<file path="src/rtl/simt_pkg.sv">
`default_nettype none
// ============================================================================
// Module  : simt_pkg
// Brief   : Shared types and constants for the SIMT warp dispatcher and ALU.
// Revision: 1.0 - initial release
// ============================================================================
package simt_pkg;

  localparam int DATA_W = 4;
  localparam int OP_W   = 3;

  typedef enum logic [1:0] {
    IDLE = 2'd0,
    EXEC = 2'd1,
    DONE = 2'd2
  } state_t;

  localparam logic [OP_W-1:0] OP_ADD = 3'b000;
  localparam logic [OP_W-1:0] OP_SUB = 3'b001;
  localparam logic [OP_W-1:0] OP_AND = 3'b010;
  localparam logic [OP_W-1:0] OP_OR  = 3'b011;
  localparam logic [OP_W-1:0] OP_XOR = 3'b100;
  localparam logic [OP_W-1:0] OP_SHL = 3'b101;
  localparam logic [OP_W-1:0] OP_SHR = 3'b110;
  localparam logic [OP_W-1:0] OP_PSB = 3'b111;

  // Pass counter width; a single-pass configuration still needs one bit.
  function automatic int pass_w(input int passes);
    return (passes > 1) ? $clog2(passes) : 1;
  endfunction

endpackage
`default_nettype wire

</file>
<file path="src/rtl/alu_4bit.sv">
`default_nettype none
// ============================================================================
// Module  : alu_4bit
// Brief   : Combinational 4-bit ALU; results wrap modulo 16, zero flag on
//           an all-zero result.
// Revision: 1.0 - initial release
// ============================================================================
module alu_4bit
  import simt_pkg::*;
(
  input  logic [OP_W-1:0]   opcode,
  input  logic [DATA_W-1:0] a,
  input  logic [DATA_W-1:0] b,
  output logic [DATA_W-1:0] result,
  output logic              zero
);

  // Opcode decode; carry and borrow are discarded by the 4-bit result width.
  always_comb begin
    result = '0;
    case (opcode)
      OP_ADD:  result = a + b;
      OP_SUB:  result = a - b;
      OP_AND:  result = a & b;
      OP_OR:   result = a | b;
      OP_XOR:  result = a ^ b;
      OP_SHL:  result = {a[DATA_W-2:0], 1'b0};
      OP_SHR:  result = {1'b0, a[DATA_W-1:1]};
      default: result = b;
    endcase
    zero = (result == '0);
  end

endmodule
`default_nettype wire

</file>
<file path="src/rtl/simt_warp_dispatch.sv">
`default_nettype none
// ============================================================================
// Module  : simt_warp_dispatch
// Brief   : Accepts one warp instruction, time-multiplexes its lanes onto
//           ALUS alu_4bit instances (one lane group per cycle) and returns
//           the collected per-lane results through a valid/ready handshake.
// Revision: 1.0 - initial release
// ============================================================================
module simt_warp_dispatch
  import simt_pkg::*;
#(
  parameter int LANES = 8,
  parameter int ALUS  = 2
) (
  input  logic                    clk,
  input  logic                    rst,
  input  logic                    in_valid,
  output logic                    in_ready,
  input  logic [OP_W-1:0]         in_opcode,
  input  logic [DATA_W*LANES-1:0] in_a,
  input  logic [DATA_W*LANES-1:0] in_b,
  input  logic [LANES-1:0]        in_mask,
  output logic                    out_valid,
  input  logic                    out_ready,
  output logic [DATA_W*LANES-1:0] out_result,
  output logic [LANES-1:0]        out_zero,
  output logic [LANES-1:0]        out_mask,
  output logic                    busy
);

  // LANES must be a multiple of ALUS; every pass covers one full lane group.
  localparam int PASSES = LANES / ALUS;
  localparam int PASS_W = pass_w(PASSES);
  localparam int WARP_W = DATA_W * LANES;
  localparam int GRP_W  = DATA_W * ALUS;

  state_t              r_state;
  state_t              w_next;
  logic [PASS_W-1:0]   r_pass;
  logic [OP_W-1:0]     r_opcode;
  logic [WARP_W-1:0]   r_a;
  logic [WARP_W-1:0]   r_b;
  logic [LANES-1:0]    r_mask;
  logic [WARP_W-1:0]   r_result;
  logic [LANES-1:0]    r_zero;

  logic                w_accept;
  logic                w_last;
  logic [GRP_W-1:0]    w_grp_a;
  logic [GRP_W-1:0]    w_grp_b;
  logic [ALUS-1:0]     w_grp_mask;
  logic [GRP_W-1:0]    w_alu_res;
  logic [ALUS-1:0]     w_alu_zero;
  logic [GRP_W-1:0]    w_cap_res;
  logic [ALUS-1:0]     w_cap_zero;

  assign w_accept   = in_valid & in_ready;
  assign w_last     = (r_pass == PASS_W'(PASSES - 1));
  assign out_result = r_result;
  assign out_zero   = r_zero;
  assign out_mask   = r_mask;

  // State register.
  always_ff @(posedge clk) begin
    if (rst) r_state <= IDLE;
    else     r_state <= w_next;
  end

  // Next-state logic; DONE can hand straight over to a new instruction.
  always_comb begin
    w_next = r_state;
    case (r_state)
      IDLE:    if (w_accept) w_next = EXEC;
      EXEC:    if (w_last) w_next = DONE;
      DONE:    if (out_ready) w_next = w_accept ? EXEC : IDLE;
      default: w_next = IDLE;
    endcase
  end

  // Handshake and status outputs; in_ready depends only on state and out_ready.
  always_comb begin
    in_ready  = (r_state == IDLE) || ((r_state == DONE) && out_ready);
    out_valid = (r_state == DONE);
    busy      = (r_state == EXEC);
  end

  // Select the operand and mask slices for the lane group of the current pass.
  always_comb begin
    w_grp_a    = r_a[GRP_W-1:0];
    w_grp_b    = r_b[GRP_W-1:0];
    w_grp_mask = r_mask[ALUS-1:0];
    for (int p = 1; p < PASSES; p++) begin
      if (r_pass == PASS_W'(p)) begin
        w_grp_a    = r_a[p*GRP_W +: GRP_W];
        w_grp_b    = r_b[p*GRP_W +: GRP_W];
        w_grp_mask = r_mask[p*ALUS +: ALUS];
      end
    end
  end

  generate
    for (genvar k = 0; k < ALUS; k++) begin : g_alu
      alu_4bit u_alu (
        .opcode (r_opcode),
        .a      (w_grp_a[k*DATA_W +: DATA_W]),
        .b      (w_grp_b[k*DATA_W +: DATA_W]),
        .result (w_alu_res[k*DATA_W +: DATA_W]),
        .zero   (w_alu_zero[k])
      );
      // Inactive lanes report result 0 and zero flag 0.
      assign w_cap_res[k*DATA_W +: DATA_W] = w_grp_mask[k] ? w_alu_res[k*DATA_W +: DATA_W]
                                                            : {DATA_W{1'b0}};
      assign w_cap_zero[k] = w_grp_mask[k] & w_alu_zero[k];
    end
  endgenerate

  // Instruction capture on accept, per-pass result collection in EXEC.
  always_ff @(posedge clk) begin
    if (rst) begin
      r_pass   <= '0;
      r_opcode <= '0;
      r_a      <= '0;
      r_b      <= '0;
      r_mask   <= '0;
      r_result <= '0;
      r_zero   <= '0;
    end else if (w_accept) begin
      r_pass   <= '0;
      r_opcode <= in_opcode;
      r_a      <= in_a;
      r_b      <= in_b;
      r_mask   <= in_mask;
      r_result <= '0;
      r_zero   <= '0;
    end else if (r_state == EXEC) begin
      for (int p = 0; p < PASSES; p++) begin
        if (r_pass == PASS_W'(p)) begin
          r_result[p*GRP_W +: GRP_W] <= w_cap_res;
          r_zero[p*ALUS +: ALUS]     <= w_cap_zero;
        end
      end
      r_pass <= w_last ? '0 : r_pass + PASS_W'(1);
    end
  end

endmodule
`default_nettype wire

</file>
<file path="config.mk">
export PLATFORM = sky130hd
export DESIGN_NAME = simt_warp_dispatch
export DESIGN_NICKNAME = d
export VERILOG_FILES = /design/src/rtl/simt_pkg.sv /design/src/rtl/alu_4bit.sv /design/src/rtl/simt_warp_dispatch.sv
export SDC_FILE = /design/constraint.sdc
export NUM_CORES = 1
export LEC_CHECK = 0
export BUFFER_PORTS_ARGS = -buffer_cell sky130_fd_sc_hd__buf_2
export CORE_ASPECT_RATIO = 1.1
export CORE_MARGIN = 2
export CORE_UTILIZATION = 38
export DETAILED_ROUTE_END_ITERATION = 7
export GPL_ROUTABILITY_DRIVEN = 0
export PLACE_DENSITY_LB_ADDON = 0.3
export SETUP_SLACK_MARGIN = 0.02
export SLEW_MARGIN = 10
export SYNTH_ARGS = -nofsm -noshare
export SYNTH_HDL_FRONTEND = slang
export SYNTH_HIERARCHICAL = 1
export SYNTH_SLANG_ARGS = --single-unit
export TNS_END_PERCENT = 100
</file>
<file path="constraint.sdc">
create_clock -name clk -period 4.5 [get_ports clk]
set_input_delay 0.225 -clock clk [delete_from_list [all_inputs] [get_ports clk]]
set_output_delay 0.225 -clock clk [all_outputs]
set_load 0.05 [all_outputs]
</file>
# Word level (Yosys, flattened, before mapping)
# Index checks and enable logic that the tools add are counted.
# op_classes
add_sub_neg,5
multipliers,0
div,0
n_lt_le_gt_ge,0
n_eq_ne,14
n_shift,0
mux,19
bitwise_logic,9
n_reduce_logical,13
# ops
operator,count
one-hot mux 4 bit (7 select lines),2
2-to-1 mux 8 bit,6
2-to-1 mux 2 bit,7
equality test 3 bit (second input constant),3
adder 4 bit,2
AND 4 bit,2
logical NOT 4 bit,2
2-to-1 mux 4 bit,2
bitwise OR 4 bit,2
AND reduction 2 bit,4
subtractor 4 bit,2
bitwise XOR 4 bit,2
equality test 2 bit (second input constant),3
equality test 3 x 2 -> 1 bit (second input constant),2
one-hot mux 2 bit (3 select lines),1
equality test 2 x 1 -> 1 bit (second input constant),2
logical NOT 2 bit,2
inequality test 2 x 1 -> 1 bit (second input constant),2
AND 1 bit,3
equality test 3 x 1 -> 1 bit (second input constant),1
logical NOT 3 bit,1
AND reduction 3 bit,1
adder 2 x 1 -> 2 bit (second input constant),1
inequality test 2 bit (second input constant),1
4 further kinds,4
# word_totals
ff_bits,119
latchBits,0
ramBits,0
mem_bits_ro,0
in_bits,79
word_cells,74
n_memories,0

# Depth between registers and ports, before layout
# logic_depth
ltp_word,8
mapped_depth,19

# By module
# The synthesis kept the hierarchy.
# by_module_without_submodules
module,n_inst,cells_each,area_each_um2,seq_area_each_um2
simt_warp_dispatch,1,645,5517.8,2382.3
alu_4bit at g_alu[0].u_alu,1,76,599.3,0.0
alu_4bit at g_alu[1].u_alu,1,73,586.8,0.0

# Worst setup path after synthesis
# OpenSTA, ideal clock, no wires.
# synth_path
kind,register -> register
start,register r_pass[0]
end,"register r_zero[3], in the netlist out_zero[3]"
arrival_ns,3.650
t_required_ns,4.416
slack_ns,0.765
stages_incl_launch_ff,20
path_buffers,2
period_less_slack_ns,3.735
cell_sequence,dfxtp_1 > inv_1 > ha_1 > buf_4 > clkbuf_1 > nand2_1 > o21ai_1 > mux2_1 > inv_1 > ha_1 > nand2_1 > o21ai_0 > fa_1 > inv_1 > mux4_2 > nand2_1 > o21ai_1 > a211oi_2 > nand3_1 > o31ai_2
# synth_via
elab_chain_cells,8
word_cells_on_any_way,21
cone_classes,2 x add/sub; 3 x eq/ne; 10 x mux; 4 x bitwise; 2 x reduce/logical
# synth_lines
element,line_no,source
start: declaration,simt_warp_dispatch.sv:39,logic [PASS_W-1:0] r_pass;
start signal: assignment,simt_warp_dispatch.sv:142,r_pass <= w_last ? '0 : r_pass + PASS_W'(1);
equality test 2 x 1 -> 1 bit,simt_warp_dispatch.sv:93,if (r_pass == PASS_W'(p)) begin
2-to-1 mux 8 bit (2 in a row),simt_warp_dispatch.sv:93,
2-to-1 mux 8 bit (*),simt_warp_dispatch.sv:93,
via w_grp_b[4],simt_warp_dispatch.sv:50,logic [GRP_W-1:0] w_grp_b;
subtractor 4 bit or adder 4 bit (tied branches),"alu_4bit.sv:23, alu_4bit.sv:22",
one-hot mux 4 bit (7 select lines) (*),alu_4bit.sv:21,case (opcode)
via w_alu_res[5],simt_warp_dispatch.sv:52,logic [GRP_W-1:0] w_alu_res;
logical NOT 4 bit (*),alu_4bit.sv:31,zero = (result == '0);
via w_alu_zero[1],simt_warp_dispatch.sv:53,logic [ALUS-1:0] w_alu_zero;
AND 1 bit (*),simt_warp_dispatch.sv:113,assign w_cap_zero[k] = w_grp_mask[k] & w_alu_zero[k];
end signal: indexed assignment,simt_warp_dispatch.sv:139,r_zero[p*ALUS +: ALUS] <= w_cap_zero;
end: declaration,simt_warp_dispatch.sv:45,logic [LANES-1:0] r_zero;
# The timed path passes the listed nets; every way through them passes the cells marked *.
# A chain may end at the register's enable or synchronous reset.

# Worst setup path in the final report
# Same ends and word-level chain as after synthesis.

==> impl_metrics.py <==
metrics = {
    "synthesis": {
        "synth_seq_cells": 119,
        "yosys.area.top_type_share_pct": 35.54,
        "synth_flop_cell": "dfxtp_1",
        "syn-num-nets": 903,
        "synth_cell_types": 64,
        "synth_area_leaders": "dfxtp_1 36%, a21oi_1 8.1%, nand3_1 7.0%",
        "yosysWarnings": 6,
        "synth_edf_count": 0,
        "ys_seq_area_share_pct": 35.54,
        "postSynthAreaPerCell_um2": 8.443,
        "yosysTopAreaCell": "dfxtp_1",
        "syn_inst": 794,
        "syn_area_um2": 6704,
        "synthArstFlopShare_pct": 0,
    },
    "routing": {
        "firstDrtPassIters": 6,
        "viasPerCell": 5.502,
        "wire_per_inst_um": 16.89,
        "ant_nets": 0,
        "wl_um": 19080,
        "via_count": 6217,
        "first_iter_violations": 494,
        "drc_errors": 0,
    },
    "setup_path": {
        "cp-start-kind": "flip-flop",
        "cpLargestDelayFamily": "adder cells",
        "timing.rr.start": "r_pass[0]",
        "slowest_stage": "fa_1",
        "cp_max_fo": 18,
        "crit_buf_inv": 4,
        "reg2reg_slack_ns": 0.38,
        "path_cells": "inv_1 -> ha_1 -> o21ai_1 -> mux2_1 -> inv_1 -> ha_1 -> nand2_1 -> o21ai_0 -> fa_1 -> inv_1 -> mux4_2 -> nand2_1 -> o21ai_1 -> buf_4 -> a211oi_2 -> nand3_1 -> o31ai_2",
        "reg2reg_depth": 17,
        "critical_path_class": "flip-flop to flip-flop",
        "critPathMaxStageDelay_ns": 0.55,
        "worstReg2RegEnd": "out_zero[3]",
        "end_kind": "flip-flop",
        "crit_path_frequent_cell": "inv_1",
        "cp_data_required_time_ns": 4.83,
        "worstPathArrival_ns": 4.46,
    },
    "layout": {
        "layout.nets": 992,
        "diodes": 0,
        "layout_common_cells": "129 x buf_2, 119 x dfxtp_1, 108 x a21oi_1",
        "fillers": 1758,
        "fin_area_um2": 7910,
        "layout-drive-gt1-share_pct": 26.45,
        "layout_commonest_cell": "buf_2",
        "syn_to_final_growth_pct": 17.99,
    },
    "sta": {
        "skew_ns": 0.009017,
        "hold_violations": 0,
        "setup_viol": 0,
        "setup_tns_ns": 0,
        "tightest_slew_ns": 1.233,
        "fmax_ghz": 0.2427,
        "slew_headroom_pct": 17.49,
        "fin_crit_sh_pct": 91.57,
        "min_period_ns": 4.121,
        "rsz0062_at_grt": "false",
        "maxSlewViolCount": 0,
    },
    "power": {
        "p_leak_nw": 3.035,
        "power_density_nw_per_um2": 380.0,
        "ir_worst_vdd_mv": 0.2713,
    },
    "global_routing": {
        "grt_pass1_wl_um": 30060,
        "grt_use_met2_pct": 32.59,
        "grt_use_total_pct": 20.62,
        "use_met1_pct": 27.92,
        "grt_max_degree": 96,
        "grt-ovfl-total": 0,
        "antenna_found_initial": 0,
        "busiest_layer": "met2",
        "first_global_vias": 5710,
        "use_met3_pct": 4.021,
    },
    "die": {
        "start_util_pct": 39.11,
        "core_um2": 17140,
        "io_pins": 130,
        "dieArea_um2": 18720,
        "rows": 50,
        "die_h_um": 143.3,
        "die_x_um": 130.6,
    },
    "min_path": {
        "min_path_cells": 3,
        "min_to": "r_a[13]",
        "hold_start": "in_a[13]",
        "hold_class": "input pin to flip-flop",
    },
    "clock_network": {
        "clock_latency_ns": 0.42,
        "ctsResizeCount": 0,
        "ctsHoldBuffers": 0,
        "cts-htree-levels": 4,
        "root_buffer": "clkbuf_16",
        "cts_tree": "built",
        "postCtsSetupRepairBufs": 0,
        "clock_path_buffers": 2,
        "cts_made_buffers": 17,
        "clock-sinks": 119,
        "clk_pin_slew_worst_paths_ns": 0.06,
    },
    "place": {
        "dpl.hpwl_um": 13160,
        "numPortBuffers": 129,
        "placed_cell_area_um2": 7361,
    },
    "status": {
        "outcome": "completed",
    },
    "job": {
        "max-cap-violations": 0,
    },
}
-- tightest hold or removal path, stage by stage --
cell and delay (ns):
buf_2 0.10, nand3_1 0.05, a21oi_1 0.05
-- how the worst max path moves through the flow --
| stage | startpoint | end | depth (start not counted) |
|---|---|---|---|
| 2_1_floorplan | r_pass[0] | out_zero[3] | 19 |
| 3_3_place_gp | r_pass[0] | out_zero[3] | 17 |
| 3_5_place_dp | r_pass[0] | out_zero[3] | 17 |
| 4_1_cts | r_pass[0] | out_zero[3] | 17 |
| 5_1_grt | r_pass[0] | out_zero[3] | 17 |
| 6_report | r_pass[0] | out_zero[3] | 17 |
-- synth_stat cells, types with 10 or more instances --
master,instances
mux2i_1,24
o21ai_1,56
nand2_1,50
a21oi_1,108
ha_1,28
o2111ai_1,17
nand3_1,94
buf_2,33
clkbuf_1,26
nor2_1,11
mux2_2,17
buf_4,11
nand4_1,23
dfxtp_1,119
o21ai_0,46
inv_1,24
o31ai_2,10
-- state kept, by name, indices dropped and copies added, names as in the netlist --
register,count
out_mask,8
r_state,2
r_pass,2
r_b,32
r_a,32
r_opcode,3
out_zero,8
out_result,32
-- power breakdown --
part	total (mW)	internal [mW]	leakage, nW	switching [mW]
sequential	1.13	1.10	0.970	0.0318
combinational	0.606	0.235	1.80	0.371
clock	1.27	0.769	0.262	0.499
total	3.01	2.10	3.04	0.901
-- logic make-up after synthesis --
kind of cell | count (synthesis) | synth area share [%]
mux | 48 | 8.343
flops | 119 | 35.54
compound gates | 271 | 24.43
xor+xnor | 8 | 1.045
fa+ha+maj | 30 | 5.823
simple gates | 211 | 16.82
buf+inv | 107 | 8.007
-- per-stage QoR --
step	hold slack [ns]	util (%)	worst slack [ns]	total power, mW	std cells
2_1_floorplan	0.3655	-	0.7654	1.585	794
3_3_place_gp	0.4409	42.94	0.5664	1.752	1098
3_5_place_dp	0.4439	42.94	0.4686	1.752	1098
4_1_cts	0.03837	46.15	0.4455	3.024	1130
5_1_grt	0.05323	46.15	0.03961	3.138	1130
6_report	0.04956	46.15	0.3793	3.006	1130
-- routing by layer --
layer | vias to the layer above | wire length (um)
met2 | 184 | 9048
met3 | 26 | 952
met5 | - | 0
met1 | 2937 | 8690
met4 | 0 | 391
li1 | 3070 | -
-- final cells by class --
cell class	instances	area (um^2)	share of cell area (%)
Multi-Input combinational cell	568	3789	47.90
Sequential cell	119	2382	30.12
Timing Repair Buffer	148	788.3	9.965
Clock buffer	20	446.7	5.647
Tap cell	234	292.8	3.701
Inverter	29	108.9	1.376
Clock inverter	12	102.6	1.297
Note: power is estimated with default switching activity, not from simulation.
